<file path="src/rtl/i2s_tx.sv">
// Stereo I2S transmitter. It holds one left/right pair taken in over a
// valid/ready handshake and loads that pair into the output registers at each
// frame boundary. It generates BCLK/LRCLK from a free-running clk divider and
// serialises each sample MSB-first, one BCLK after every LRCLK edge.
module i2s_tx #(
    parameter int WD_IN    = 24,
    parameter int SLOT_WD  = 32,
    parameter int BCLK_DIV = 4
) (
    input  logic             clk,
    input  logic             reset_n,
    input  logic [WD_IN-1:0] data_l,
    input  logic [WD_IN-1:0] data_r,
    input  logic             sample_valid,
    output logic             sample_ready,
    output logic             i2s_bclk,
    output logic             i2s_lrclk,
    output logic             i2s_sdata,
    output logic             underrun
);
    localparam int DW = $clog2(BCLK_DIV);
    localparam int BW = $clog2(2 * SLOT_WD);

    localparam logic [DW-1:0] DIV_LAST   = DW'(BCLK_DIV - 1);
    localparam logic [DW-1:0] DIV_HALF   = DW'(BCLK_DIV / 2);
    localparam logic [BW-1:0] BIT_LAST   = BW'(2 * SLOT_WD - 1);
    localparam logic [BW-1:0] SLOT_LEN   = BW'(SLOT_WD);
    localparam logic [BW-1:0] FIRST_BIT  = BW'(1);
    localparam logic [BW-1:0] SAMPLE_TOP = BW'(WD_IN);

    // Channel index 0 is left, 1 is right, which matches the LRCLK level.
    logic [DW-1:0]            div_cnt;
    logic [BW-1:0]            bit_cnt;
    logic [1:0][WD_IN-1:0]    hold;
    logic [1:0][WD_IN-1:0]    sh;
    logic                     full;
    logic                     bclk_wrap;
    logic                     frame_load;
    logic                     accept;
    logic [BW-1:0]            slot_bit;
    logic [BW-1:0]            msb_ofs;
    logic [WD_IN-1:0]         chan_word;
    logic [WD_IN-1:0]         shifted;

    assign bclk_wrap    = (div_cnt == DIV_LAST);
    assign frame_load   = bclk_wrap && (bit_cnt == BIT_LAST);
    assign accept       = sample_valid && !full;
    assign sample_ready = !full;
    assign i2s_bclk     = (div_cnt >= DIV_HALF);
    assign i2s_lrclk    = (bit_cnt >= SLOT_LEN);

    // Free-running clk divider and bit position within the frame.
    always_ff @(posedge clk or negedge reset_n) begin
        if (!reset_n) begin
            div_cnt <= '0;
            bit_cnt <= '0;
        end else begin
            div_cnt <= bclk_wrap ? '0 : div_cnt + 1'b1;
            if (bclk_wrap)
                bit_cnt <= (bit_cnt == BIT_LAST) ? '0 : bit_cnt + 1'b1;
        end
    end

    // Holding register: an accept fills it, and a frame load drains it.
    // Accept has priority because it can only happen while empty, so a frame
    // load in that cycle has nothing to drain.
    always_ff @(posedge clk or negedge reset_n) begin
        if (!reset_n) begin
            hold <= '0;
            full <= 1'b0;
        end else if (accept) begin
            hold <= {data_r, data_l};
            full <= 1'b1;
        end else if (frame_load) begin
            full <= 1'b0;
        end
    end

    // Frame load: take the held pair, or send silence and flag the underrun.
    always_ff @(posedge clk or negedge reset_n) begin
        if (!reset_n) begin
            sh       <= '0;
            underrun <= 1'b0;
        end else begin
            underrun <= frame_load && !full;
            if (frame_load)
                sh <= full ? hold : '0;
        end
    end

    // Serial bit select: slot bit 1 carries the MSB, and bits past the sample are padding.
    always_comb begin
        slot_bit  = i2s_lrclk ? bit_cnt - SLOT_LEN : bit_cnt;
        chan_word = sh[i2s_lrclk];
        msb_ofs   = SAMPLE_TOP - slot_bit;
        shifted   = chan_word >> msb_ofs;
        i2s_sdata = 1'b0;
        if (slot_bit >= FIRST_BIT && slot_bit <= SAMPLE_TOP)
            i2s_sdata = shifted[0];
    end

endmodule

</file>
<file path="config.mk">
export PLATFORM = sky130hd
export DESIGN_NAME = i2s_tx
export DESIGN_NICKNAME = d
export VERILOG_FILES = /design/src/rtl/i2s_tx.sv
export SDC_FILE = /design/constraint.sdc
export NUM_CORES = 1
export LEC_CHECK = 0
export ABC_AREA = 1
export BUFFER_PORTS_ARGS = -buffer_cell sky130_fd_sc_hd__buf_2
export CORE_MARGIN = 2
export CORE_UTILIZATION = 45
export CTS_CLUSTER_DIAMETER = 50
export DETAILED_ROUTE_END_ITERATION = 12
export GPL_ROUTABILITY_DRIVEN = 0
export PLACE_DENSITY = 0.67
export SLEW_MARGIN = 5
export SYNTH_ARGS = -nofsm -noshare
export SYNTH_HDL_FRONTEND = slang
export SYNTH_SLANG_ARGS = --single-unit
</file>
<file path="constraint.sdc">
create_clock -name clk -period 1.7 [get_ports clk]
set_input_delay 0.085 -clock clk [delete_from_list [all_inputs] [get_ports clk]]
set_output_delay 0.085 -clock clk [all_outputs]
set_load 0.1 [all_outputs]
</file>
== After elaboration in Yosys (flattened, before gate mapping) ==
Cells that the tools add are included.

* Bits in registers: 106
* Bits of input ports: 51
* Word-level logic and storage cells: 35

* Add/subtract/negate cells: 4
* Magnitude comparators: 5
* Equal/unequal tests: 2
* Shift-type cells: 1
* Mux-type cells: 9
* Reductions and logical operators: 6

{| class="wikitable"
|+ Operators by type and width
! cell !! count
|-
| 24-bit 2-to-1 mux || 2
|-
| 48-bit 2-to-1 mux || 1
|-
| 24-bit by 6-bit >> shifter with 1-bit output || 1
|-
| 6-bit 2-to-1 mux || 2
|-
| 6-bit by 1-bit adder with 6-bit output, second input constant || 1
|-
| 6-bit equality test, second input constant || 1
|-
| 6-bit by 1-bit greater-or-equal comparator with 1-bit output, second input constant || 1
|-
| 6-bit greater-or-equal comparator, second input constant || 1
|-
| 6-bit by 5-bit less-or-equal comparator with 1-bit output, second input constant || 1
|-
| 5-bit by 6-bit subtractor with 6-bit output, first input constant || 1
|-
| 6-bit subtractor, second input constant || 1
|-
| 1-bit logical AND || 4
|-
| 1-bit 2-to-1 mux || 3
|-
| 2-bit by 1-bit adder with 2-bit output, second input constant || 1
|-
| 2-bit equality test, second input constant || 1
|-
| 2-bit greater-or-equal comparator, second input constant || 1
|-
| 1-bit by 2-bit < comparator with 1-bit output, second input constant || 1
|-
| 2-bit 2-to-1 mux || 1
|-
| 2-bit nonzero test || 1
|-
| 1-bit logical NOT || 1
|}

== Longest topological paths before layout ==
* Word-level depth: 5
* Gate-level depth with buffers: 12
* Depth with buffers taken out: 11

== Least setup slack after synthesis ==
OpenSTA, ideal clock, no wires.

* Path type: flip-flop to output port
* Start: reg bit_cnt[0]
* End: out i2s_sdata
* Arrival: 2.908 ns
* Path slack: -1.293 ns
* Cell stages (with the launch flop): 12
* Path buffers: 2
* Cell sequence: dfrtp_1 clkinv_1 buf_2 ha_1 buf_2 inv_1 nand3_1 nand3_1 nand3_1 nand2_1 nand2_1 nor2_1

* Cells in the longest elaborated chain, start to end: 5

{| class="wikitable"
|+ RTL lines
! element !! RTL line !! source
|-
| from (decl) || 33 || <nowiki>logic [BW-1:0] bit_cnt;</nowiki>
|-
| from (signal assigned) || 60 || <nowiki>bit_cnt <= (bit_cnt == BIT_LAST) ? '0 : bit_cnt + 1'b1;</nowiki>
|-
| 6-bit subtractor or 6-bit greater-or-equal comparator (tied branches) || 93, 50 ||
|-
| 6-bit 2-to-1 mux or 24-bit 2-to-1 mux (tied branches) || 93, 94 ||
|-
| 5-bit by 6-bit subtractor with 6-bit output, or another cell as far along || 95 || <nowiki>msb_ofs = SAMPLE_TOP - slot_bit;</nowiki>
|-
| 24-bit by 6-bit >> shifter with 1-bit output or 1-bit logical AND (tied branches) || 96, 98 ||
|-
| 1-bit 2-to-1 mux (*) || 98 || <nowiki>if (slot_bit >= FIRST_BIT && slot_bit <= SAMPLE_TOP)</nowiki>
|-
| to (decl) || 18 || <nowiki>output logic i2s_sdata,</nowiki>
|}

Mark *: on every way between the ends. The rest lies on a longest branch, timed or not. The select of a mux whose other input is x is not followed.

== Worst setup path in the final report ==
Same ends and word-level chain as after synthesis.

==> results.yml <==
placement:
  post-place-ws_ns: -0.04920
  portBuffers: 55
  dpl.hpwl_microns: 6651
floorplanning:
  die_area_sq_um: 11310
  io_pins: 56
  fp.dieW_microns: 106.4
  die_h_microns: 106.4
  rows: 37
  core_sq_um: 10230
  start_util_pct: 46.09
detailed_routing:
  remaining_drc_errors: 0
  routed_via_density: 5.003
  drtAntennaViolNets: 0
  route.vias.total: 3672
  wl_per_cell_microns: 14.05
  drt-total-wl_microns: 10320
  drt_iter0_markers: 177
  first_pass_iters: 4
critical_path:
  ff2ff_setup_slack_ns: 0.07
  cpPeakStageDelay_ns: 0.41
  path_class: "reg -> out"
  critPathSlowestCell: "dfrtp_1"
  reg2reg_to: "sh[6]"
  start_kind: "register"
  critPathCaptureType: "output pin"
  crit_chain: "buf_4 -> buf_4 -> nand3_1 -> nand3_1 -> nand3_2 -> nand2_2 -> nor2_2 -> nor2_2 -> nor2_4 -> buf_12"
  required_ns: 1.62
  r2r_cells: 8
  critPathMaxFanout: 11
  critPathLaunch: "bit_cnt[0]"
  r2r-start: "bit_cnt[0]"
  cp.arrival_ns: 1.97
clock_tree:
  clk_latency_ns: 0.36
  cts_num_sinks: 106
  cts.clk_slew.worst_paths_ns: 0.10
  clk_path_buf_depth: 2
  cts_made_buffers: 9
  ctsRootBufferMaster: "clkbuf_8"
  htree_levels: 3
  cts_tree: "built"
global_routing:
  track_usage_pct: 19.47
  grt_pass1_vias: 3695
  grt_pass1_wl_microns: 17480
  antenna_found_initial: 0
  grt_max_degree: 107
  grt-ovfl-total: 0
min_path:
  hp-start: "sample_valid"
  min_path_type: "in -> reg"
  hold_depth: 3
  hold-path-endpoint: "hold[37]"
timing:
  slew_headroom_pct: 63.15
  worst_slew_pin_slew_ns: 0.5528
  max_freq_ghz: 0.4876
  fin_crit_ns: 2.051
  fin_worst_skew_ns: 0.009008
  tns_ns: -0.3508
  hold_viol_final: 0
  report.final.setup_viol: 1
  slew_violations: 0
  setup_slack_ns: -0.3508
  rsz0062_at_grt: "true"
  period_share_pct: 120.6
layout:
  fin_nets: 649
  final_core_util_pct: 61.67
  drive_gt1_share_pct: 29.77
  syn2layout_area_growth_pct: 33.80
  antenna_cells: 0
synth:
  avgSynthCellArea_sq_um: 9.723
  synthFlopType: "dfrtp_1"
  synth_edf_count: 0
  ys_warn_count: 0
  synth_seq_cells: 106
  synthArstFlopShare_pct: 100.0
  synth.distinct_cells: 22
  synthesis.instances: 485
  synthesis.nets: 541
  netlist_area_sq_um: 4716
  ys_seq_area_share_pct: 56.25
pwr:
  power_density_nw_per_um2: 660.3
  swShare_pct: 22.52
  power.share.clock_pct: 34.8
  p_total_mw: 4.166
  internal-power_mw: 3.228
  pwr-share-seq_pct: 60.5
  ir_drop_mv: 0.3204
  switchingPower_uw: 938.5
  power_frac_comb_pct: 4.7
  p_leak_nw: 3.343
job:
  max-cap-violations: 0
outcome:
  failed_checks: "setup timing"
  outcome: "complete, but fails checks"
critical path, delay by kind of cell, from the launching register on:
| family | cells | cell delay [ns] |
|---|---|---|
| buf+inv | 3 | 0.51 |
| flops | 1 | 0.41 |
| simple gates | 7 | 0.68 |
per-stage QoR:
step                std cells  hold slack [ns]  cell area, sq um
floorplan                 485          -0.2106              5014
global placement          662           0.1953              5470
detailed placement        662           0.2045              5470
CTS                       732           0.1864              6246
global route              734           0.1927              6310
finish                    734           0.1967              6310
power by group through the flow:
stage / Sequential [mW] / Clock (mW) / Combinational (mW)
2_1_floorplan: 2.57 / 0 / 0.00298
3_3_place_gp: 2.57 / 0 / 0.114
3_5_place_dp: 2.57 / 0 / 0.117
4_1_cts: 2.52 / 1.50 / 0.202
5_1_grt: 2.52 / 1.59 / 0.221
6_report: 2.52 / 1.45 / 0.198
worst max-delay path by stage:
stage	endpoint	slack, ns	depth (start not counted)
finish	i2s_sdata	-0.35	10
global route	i2s_sdata	-0.48	11
CTS	i2s_sdata	-0.36	12
detailed placement	i2s_sdata	-0.05	12
global placement	i2s_sdata	0.009	12
floorplan	i2s_sdata	-0.29	10
layout by cell type, fill, tap and decap left out, types with 2 or more instances in the layout:
master	count
nor2_1	6
dfrtp_2	2
nor2_2	2
inv_2	5
xor2_1	3
nor2_4	5
inv_4	3
o21ai_0	8
clkinv_4	2
buf_2	52
nand3_2	7
clkbuf_8	10
mux2_4	48
clkinvlp_4	3
buf_12	9
buf_4	13
nand3_1	86
inv_1	11
ha_1	3
a21oi_1	3
nand2_1	144
nor3_1	2
nand2_2	2
dfrtp_1	104
buf_6	3
dlygate4sd3_1	49
inv_6	2
cells by family after synthesis:
kind of cell | Yosys count | share of synthesized area (%)
simple gates | 257 | 23.56
flops | 106 | 56.25
buf+inv | 51 | 5.094
mux | 48 | 11.46
compound gates | 14 | 1.565
fa+ha+maj | 5 | 1.327
xor+xnor | 4 | 0.7428
flip-flops by register name, summed over array words and instances (netlist names):
signal,count
hold,48
underrun,1
div_cnt,2
sh,48
full,1
bit_cnt,6
final cells by class:
class / instances / area [sq um]
fill: 844 / 3921
sequential: 106 / 2655
multi-input combinational: 328 / 2118
timing repair buffer: 127 / 1087
tap: 136 / 170.2
clock buffer: 10 / 137.6
inverter: 21 / 91.34
clock inverter: 6 / 50.05
Yosys cell counts (2+ instances only):
library cell | instances | share of area [%]
clkbuf_1 | 9 | 0.72
inv_1 | 18 | 1.4
dfrtp_1 | 106 | 56
nand2_1 | 147 | 12
xor2_1 | 4 | 0.74
buf_1 | 2 | 0.16
o21ai_0 | 10 | 1.1
nor2_1 | 12 | 0.96
buf_6 | 2 | 0.48
inv_2 | 2 | 0.16
a21oi_1 | 3 | 0.32
nand3_1 | 93 | 9.9
buf_4 | 5 | 0.80
mux2_2 | 48 | 11
nor3_1 | 2 | 0.21
ha_1 | 5 | 1.3
buf_2 | 12 | 1.3
what timing repair did:
item,CTS,global route
buffers inserted,5,0
resized for setup,16,13
endpoints found under the hold margin,154,0
endpoints found under the setup margin,1,7
gates cloned,0,2
pin swaps,9,8
hold buffers,49,0
per-layer routing:
layer	global-route usage, %	wire (microns)	vias up
met2	30.13	4844	66
met5	0	0	-
met3	3.372	304	16
met1	27.24	4964	1774
li1	-	-	1816
met4	7.989	203	0
Note: power is estimated with default switching activity, not from simulation.
